`src/rtl/asip_pkg.sv`:
```
// Shared constants, op-code enum and channel operation for the pixel ASIP.
// Optional grayscale datapath is enabled by defining ASIP_GRAY_EN.
package asip_pkg;

  localparam logic [9:0] H_VIS   = 10'd640;
  localparam logic [9:0] H_FP    = 10'd16;
  localparam logic [9:0] H_SYNC  = 10'd96;
  localparam logic [9:0] H_BP    = 10'd48;
  localparam logic [9:0] H_TOTAL = H_VIS + H_FP + H_SYNC + H_BP;
  localparam logic [9:0] H_SS    = H_VIS + H_FP;
  localparam logic [9:0] H_SE    = H_SS + H_SYNC;
  localparam logic [9:0] H_MAX   = H_TOTAL - 10'd1;

  localparam logic [9:0] V_VIS   = 10'd480;
  localparam logic [9:0] V_FP    = 10'd10;
  localparam logic [9:0] V_SYNC  = 10'd2;
  localparam logic [9:0] V_BP    = 10'd33;
  localparam logic [9:0] V_TOTAL = V_VIS + V_FP + V_SYNC + V_BP;
  localparam logic [9:0] V_SS    = V_VIS + V_FP;
  localparam logic [9:0] V_SE    = V_SS + V_SYNC;
  localparam logic [9:0] V_MAX   = V_TOTAL - 10'd1;

  typedef enum logic [1:0] {
    OP_PASS = 2'd0,
    OP_DBL  = 2'd1,
    OP_HALF = 2'd2,
    OP_INV  = 2'd3
  } op_t;

  typedef struct packed {
    logic halt;
    op_t  r_op;
    op_t  g_op;
    op_t  b_op;
  } cfg_t;

  localparam cfg_t CFG_RESET = '{halt: 1'b1, r_op: OP_PASS, g_op: OP_PASS, b_op: OP_PASS};

  function automatic logic [7:0] chan_op(input op_t op, input logic [7:0] c);
    case (op)
      OP_DBL:  return c[7] ? 8'hFF : {c[6:0], 1'b0};
      OP_HALF: return {1'b0, c[7:1]};
      OP_INV:  return 8'hFF - c;
      default: return c;
    endcase
  endfunction

endpackage

```
`src/rtl/asip_vga_timing.sv`:
```
// 640x480@60 raster generator: divides clk by two and produces pixel tick,
// scan counters, visible flag and raw (unregistered) active-low syncs.
module asip_vga_timing
  import asip_pkg::*;
(
  input  logic       clk,
  input  logic       rst,
  output logic       vga_clk,
  output logic       pix_en,
  output logic [9:0] hcount,
  output logic [9:0] vcount,
  output logic       visible,
  output logic       hs,
  output logic       vs
);

  always_ff @(posedge clk or negedge rst) begin
    if (!rst) vga_clk <= 1'b0;
    else      vga_clk <= ~vga_clk;
  end

  // The tick coincides with the clk edge on which vga_clk rises.
  assign pix_en = ~vga_clk;

  always_ff @(posedge clk or negedge rst) begin
    if (!rst) begin
      hcount <= '0;
      vcount <= '0;
    end else if (pix_en) begin
      if (hcount == H_MAX) begin
        hcount <= '0;
        vcount <= (vcount == V_MAX) ? 10'd0 : vcount + 10'd1;
      end else begin
        hcount <= hcount + 10'd1;
      end
    end
  end

  assign visible = (hcount < H_VIS) && (vcount < V_VIS);
  assign hs      = ~((hcount >= H_SS) && (hcount < H_SE));
  assign vs      = ~((vcount >= V_SS) && (vcount < V_SE));

endmodule

```
`src/rtl/asip_core.sv`:
```
// Pixel ASIP top: switch synchronizers, frame-aligned config latch, per-channel
// op datapath and VGA output registers. Define ASIP_GRAY_EN for grayscale mode.
module asip_core
  import asip_pkg::*;
(
  input  logic        clk,
  input  logic        rst,
  input  logic [1:0]  red_switches,
  input  logic [1:0]  green_switches,
  input  logic [1:0]  blue_switches,
  input  logic        gtype_switch,
  input  logic        switchStart,
  output logic [23:0] rgb,
  output logic        v_sync,
  output logic        h_sync,
  output logic        vga_clk
);

  logic       pix_en;
  logic [9:0] hcount;
  logic [9:0] vcount;
  logic       visible;
  logic       hs_raw;
  logic       vs_raw;

  asip_vga_timing u_timing (
    .clk     (clk),
    .rst     (rst),
    .vga_clk (vga_clk),
    .pix_en  (pix_en),
    .hcount  (hcount),
    .vcount  (vcount),
    .visible (visible),
    .hs      (hs_raw),
    .vs      (vs_raw)
  );

  logic [6:0] sw_s1;
  logic [6:0] sw_s2;
  cfg_t       cfg;
  logic       frame_last;

  always_ff @(posedge clk or negedge rst) begin
    if (!rst) begin
      sw_s1 <= '0;
      sw_s2 <= '0;
    end else begin
      sw_s1 <= {switchStart, red_switches, green_switches, blue_switches};
      sw_s2 <= sw_s1;
    end
  end

  // Latch on the last tick of a frame so the new config governs pixel (0,0) onward.
  assign frame_last = pix_en && (hcount == H_MAX) && (vcount == V_MAX);

  always_ff @(posedge clk or negedge rst) begin
    if (!rst)            cfg <= CFG_RESET;
    else if (frame_last) cfg <= '{halt: sw_s2[6], r_op: op_t'(sw_s2[5:4]),
                                  g_op: op_t'(sw_s2[3:2]), b_op: op_t'(sw_s2[1:0])};
  end

`ifdef ASIP_GRAY_EN
  logic       gt_s1;
  logic       gt_s2;
  logic       gray_mode;
  logic [9:0] gray_sum;
  logic [7:0] gray;

  always_ff @(posedge clk or negedge rst) begin
    if (!rst) begin
      gt_s1     <= 1'b0;
      gt_s2     <= 1'b0;
      gray_mode <= 1'b0;
    end else begin
      gt_s1 <= gtype_switch;
      gt_s2 <= gt_s1;
      if (frame_last) gray_mode <= gt_s2;
    end
  end
`else
  logic unused_gtype;
  assign unused_gtype = gtype_switch;
`endif

  logic [7:0]  base_r;
  logic [7:0]  base_g;
  logic [7:0]  base_b;
  logic [7:0]  r_c;
  logic [7:0]  g_c;
  logic [7:0]  b_c;
  logic [23:0] pix_next;

  assign base_r = hcount[7:0];
  assign base_g = vcount[7:0];
  assign base_b = hcount[7:0] ^ vcount[7:0];

`ifdef ASIP_GRAY_EN
  assign gray_sum = {2'b00, base_r} + {1'b0, base_g, 1'b0} + {2'b00, base_b};
  assign gray     = gray_sum[9:2];
`endif

  always_comb begin
    r_c = chan_op(cfg.r_op, base_r);
    g_c = chan_op(cfg.g_op, base_g);
    b_c = chan_op(cfg.b_op, base_b);
`ifdef ASIP_GRAY_EN
    if (gray_mode) begin
      r_c = chan_op(cfg.r_op, gray);
      g_c = r_c;
      b_c = r_c;
    end
`endif
    pix_next = (visible && !cfg.halt) ? {r_c, g_c, b_c} : 24'h0;
  end

  // Output stage: colour and syncs sampled from the same counter values.
  always_ff @(posedge clk or negedge rst) begin
    if (!rst) begin
      rgb    <= '0;
      h_sync <= 1'b1;
      v_sync <= 1'b1;
    end else if (pix_en) begin
      rgb    <= pix_next;
      h_sync <= hs_raw;
      v_sync <= vs_raw;
    end
  end

endmodule

```
`config.mk`:
```
export PLATFORM = sky130hd
export DESIGN_NAME = asip_core
export DESIGN_NICKNAME = d
export VERILOG_FILES = /design/src/rtl/asip_pkg.sv /design/src/rtl/asip_vga_timing.sv /design/src/rtl/asip_core.sv
export SDC_FILE = /design/constraint.sdc
export NUM_CORES = 1
export LEC_CHECK = 0
export ABC_AREA = 1
export CORE_MARGIN = 4
export CORE_UTILIZATION = 50
export DETAILED_ROUTE_END_ITERATION = 10
export PLACE_DENSITY = 0.7
export SETUP_SLACK_MARGIN = 0.3
export SLEW_MARGIN = 20
export SYNTH_ARGS = -nofsm -noshare
export SYNTH_HDL_FRONTEND = slang
export SYNTH_HIERARCHICAL = 1
export SYNTH_SLANG_ARGS = --single-unit
```
`constraint.sdc`:
```
create_clock -name clk -period 4.9 [get_ports clk]
set_input_delay 0.98 -clock clk [delete_from_list [all_inputs] [get_ports clk]]
set_output_delay 0.98 -clock clk [all_outputs]
set_load 0.05 [all_outputs]
```
* Yosys cells after proc, flatten, opt, wreduce, memory -nomap -nowiden *
Index checks and enable logic that the tools add are counted.

word-level totals
  word-level logic and storage cells = 55
  output and inout bits = 27
  input port bits = 10
  register bits after elaboration = 68

operators by class
  add/subtract/negate cells = 5
  bitwise gates (word level) = 4
  muxes and demuxes = 9
  magnitude comparators = 6
  equality and inequality tests = 11
  reductions and logical operators = 8

operators with widths
  cell                                                          number
  case mux 8 bit (3 select lines)                               3
  two-way mux 24 bit                                            1
  two-way mux 8 bit                                             3
  subtractor 8 bit (first input constant)                       3
  adder 10 x 1 -> 10 bit (second input constant)                2
  equality test 10 bit (second input constant)                  2
  less-than comparator 10 bit (second input constant)           2
  less-than comparator 10 x 9 -> 1 bit (second input constant)  2
  two-way mux 10 bit                                            2
  equality test 2 bit (second input constant)                   6
  >= comparator 10 bit (second input constant)                  1
  >= comparator 10 x 9 -> 1 bit (second input constant)         1
  bitwise XOR 8 bit                                             1
  equality test 2 x 1 -> 1 bit (second input constant)          3
  logical AND 1 bit                                             6
  inverter 1 bit                                                3
  AND reduction 2 bit                                           1
  logical NOT 1 bit                                             1

* Depth between registers and ports, before layout *
  depth in word-level cells = 4
  mapped depth = 10
  mapped depth without buffers = 9

* By module *
The synthesis kept the hierarchy.

modules (own cells, without submodules)
  module           instances  sequential area each (sq um)  area an instance (sq um)  cells each
  asip_core        1          1179.9                        2616.3                    364
  asip_vga_timing  1          525.5                         1281.2                    164

* Worst setup path before layout *
No wires, ideal clock.

  path type = register to output
  start = register u_timing.vga_clk
  end = output port vga_clk
  arrival = 0.745 ns
  buffers on the path = 0
  stages on the path, launching flop included = 1
  slack = 3.175 ns
  data required time = 3.920 ns
  cells stage by stage = dfrtp_1

RTL lines
  element                 line                   RTL
  start, declared         asip_vga_timing.sv:8   output logic vga_clk,
  start signal, assigned  asip_vga_timing.sv:19  else vga_clk <= ~vga_clk;
  end, declared           asip_core.sv:16        output logic vga_clk

No word-level cell between the ends.

* Final worst setup path *
  start = register u_timing.vga_clk
  end = output port vga_clk

No word-level cell between the ends.

==> impl_metrics.ini <==
[floorplanning]
start_util_pct = 52.6
die_area_um2 = 9270
pin_count = 37
placementRows = 31
die_w_um = 96.3
core_um2 = 7410
die_y_um = 96.3

[cells_and_area]
nets = 577
antennaDiodeCount = 0
area_delta_synth_final_pct = 15.3
final_common_cell = nand2_1
layout-drive-gt1-share_pct = 7.75
design_area_um2 = 4500
nFillCells = 705
finalNonFillerCells = 667
final_cell_mix = nand2_1 (217), dfrtp_1 (65), inv_1 (55)

[synthesis]
ys_top_cells_by_area = dfrtp_1 (42%), nand2_1 (21%), inv_1 (5.3%)
syn-instance-count = 528
yosys_warnings = 6
synthAdderAreaFrac_pct = 1.28
muxShareOfSynthArea_pct = 0
syn_area_um2 = 3900
synth_top_cell_area_share_pct = 41.7
synthesis.nets = 542
synth_top_area_cell = dfrtp_1
ys_seq_elements = 68
postSynthAreaPerCell_um2 = 7.38
synthXorXnorAreaFrac_pct = 1.80
synth.distinct_cells = 36
ys_seq_area_share_pct = 43.8
synth_top_family_by_area = simple AND/OR/NAND/NOR gates
yosys.area_share.simple_pct = 36.9
synth_compound_area_share_pct = 8.15

[timing]
fin_skew_ns = 0.0138
final-hold-violation-count = 0
tns_ns = 0
period_needed_ns = 2.74
finalSetupViolations = 0
setup_ws_ns = 2.16
slew_headroom_pct = 49.3
post-route-period-util_pct = 56.0
drv_slew = 0
worstMarginPinSlew_ns = 0.757
rsz0062_at_grt = false
max_freq_mhz = 364

[routing]
drt-pass1-iter-count = 5
drt-initial-drc-count = 179
drc = 0
wl_per_cell_um = 14.0
ant_nets = 0
dr_total_vias = 3491
wl_mm = 9.33
via_per_inst = 5.23

[worst_setup_path]
cp_top_family = buffers and inverters
path_cells = clkdlybuf4s50_1
critPathArrivalTime_ns = 1.76
r2r_slack_ns = 2.74
required_ns = 3.92
critPathLaunch = u_timing/vga_clk
r2r-start = u_timing/vcount[7]
crit_end = vga_clk
path_max_fanout = 5
path_buf_inv = 1
rr_endpoint = rgb[19]
crit_cells = 1
reg2reg_depth = 8
critPathSlowestCell = clkdlybuf4s50_1
start_kind = flop
end_kind = output pin
critPathKind = reg -> out
critical_path.max_stage_delay_ns = 0.87

[place]
pre_cts_slack_ns = 2.54
hpwl_mm = 6.64
place_congestion = 0.874
dp_cells = 651
port_buffers = 35
dpl_cell_area_um2 = 4290

[worst_hold_path]
hold_path_startpoint = sw_s1[0]
hold_path_class = reg -> reg

[cts]
clock-sinks = 68
numCtsBuffers = 9
cts_resized = 0
clkLatencyLatePin_ns = 0.36
cts_tree = done
hold_buffers = 0
clock-root-buffer = clkbuf_8
cts_max_level = 3
ctsLongestPathBuffers = 2
post_cts_buffers = 0
path_clk_slew_ns = 0.09

[global_route]
grt_pass1_wl_mm = 15.8
grt.overflow.total = 0
grt_usage_pct = 22.0
grt_max_degree = 36
antenna_found_initial = 0
grt_pass1_vias = 3254

[power_and_ir_drop]
peakVddDrop_mv = 0.201
power.total_uw = 1080
p_per_area_nw_per_um2 = 240
power.leakage_uw = 0.00220

[outcome]
status = completed

[job]
drv_cap = 0
## area by class of cell
| type | count | area (um^2) | share of cell area [%] |
|---|---|---|---|
| Tap cell | 99 | 124 | 2.76 |
| Clock buffer | 9 | 124 | 2.76 |
| Sequential cell | 68 | 1710 | 37.9 |
| Inverter | 60 | 230 | 5.12 |
| Timing Repair Buffer | 36 | 353 | 7.85 |
| Clock inverter | 7 | 82.6 | 1.84 |
| Multi-Input combinational cell | 388 | 1880 | 41.7 |
## per-stage QoR
step	hold WS [ns]	utilization, %
detailed placement	0.336	57.9
floorplan	0.331	-
CTS	0.345	60.7
finish	0.341	60.7
global route	0.348	60.7
global placement	0.333	57.9
## cells by family (layout without fill, tap and decap cells)
| family | Yosys count | in the layout |
|---|---|---|
| XOR/XNOR | 8 | 8 |
| adder cells (fa/ha/maj) | 4 | 4 |
| AO/OA/AOI/OAI | 55 | 55 |
| AND/OR/NAND/NOR | 321 | 321 |
| flip-flops | 68 | 68 |
| buffers and inverters | 72 | 112 |
## sequential cells by signal, summed over array words and instances (netlist names)
| signal | count |
|---|---|
| u_timing/vcount | 10 |
| rgb | 24 |
| h_sync | 1 |
| u_timing/hcount | 10 |
| sw_s1 | 7 |
| u_timing/vga_clk | 1 |
| cfg | 7 |
| sw_s2 | 7 |
| v_sync | 1 |
## routing by layer
metal | vias to the layer above | GRT usage [%] | share of wire (%)
li1 | 1757 | - | -
met1 | 1613 | 29.4 | 46
met2 | 101 | 35.4 | 47
met3 | 20 | 4.38 | 4.9
met4 | 0 | 8.18 | 2.2
met5 | - | 0 | 0
## power breakdown
group / switching [uW] / internal [uW] / leakage (uW)
registers: 1.42 / 567 / 0.000866
logic: 11.2 / 5.59 / 0.00123
clock network: 250 / 244 / 0.0000988
## cells in the mapped netlist, drive strengths merged
cell type	number
nand3b	2
clkinv	1
clkbuf	3
ha	4
buf	9
dfrtp	65
o21ai	30
nand2	218
nand3	27
nor4	1
o21bai	5
o22ai	7
inv	59
nor2	43
nor3	7
dfstp	3
o211ai	2
nand4	22
a21oi	4
xor2	6
xnor2	2
or2	1
a31oi	7
## how the worst min path moves through the flow
stage | slack, ns | cells after the start | to
floorplan | 0.33 | 0 | sw_s2[0]
global placement | 0.33 | 0 | sw_s2[5]
detailed placement | 0.34 | 0 | sw_s2[3]
CTS | 0.35 | 0 | sw_s2[0]
global route | 0.35 | 0 | sw_s2[0]
finish | 0.34 | 0 | sw_s2[0]
(Power assumes the default switching activity.)
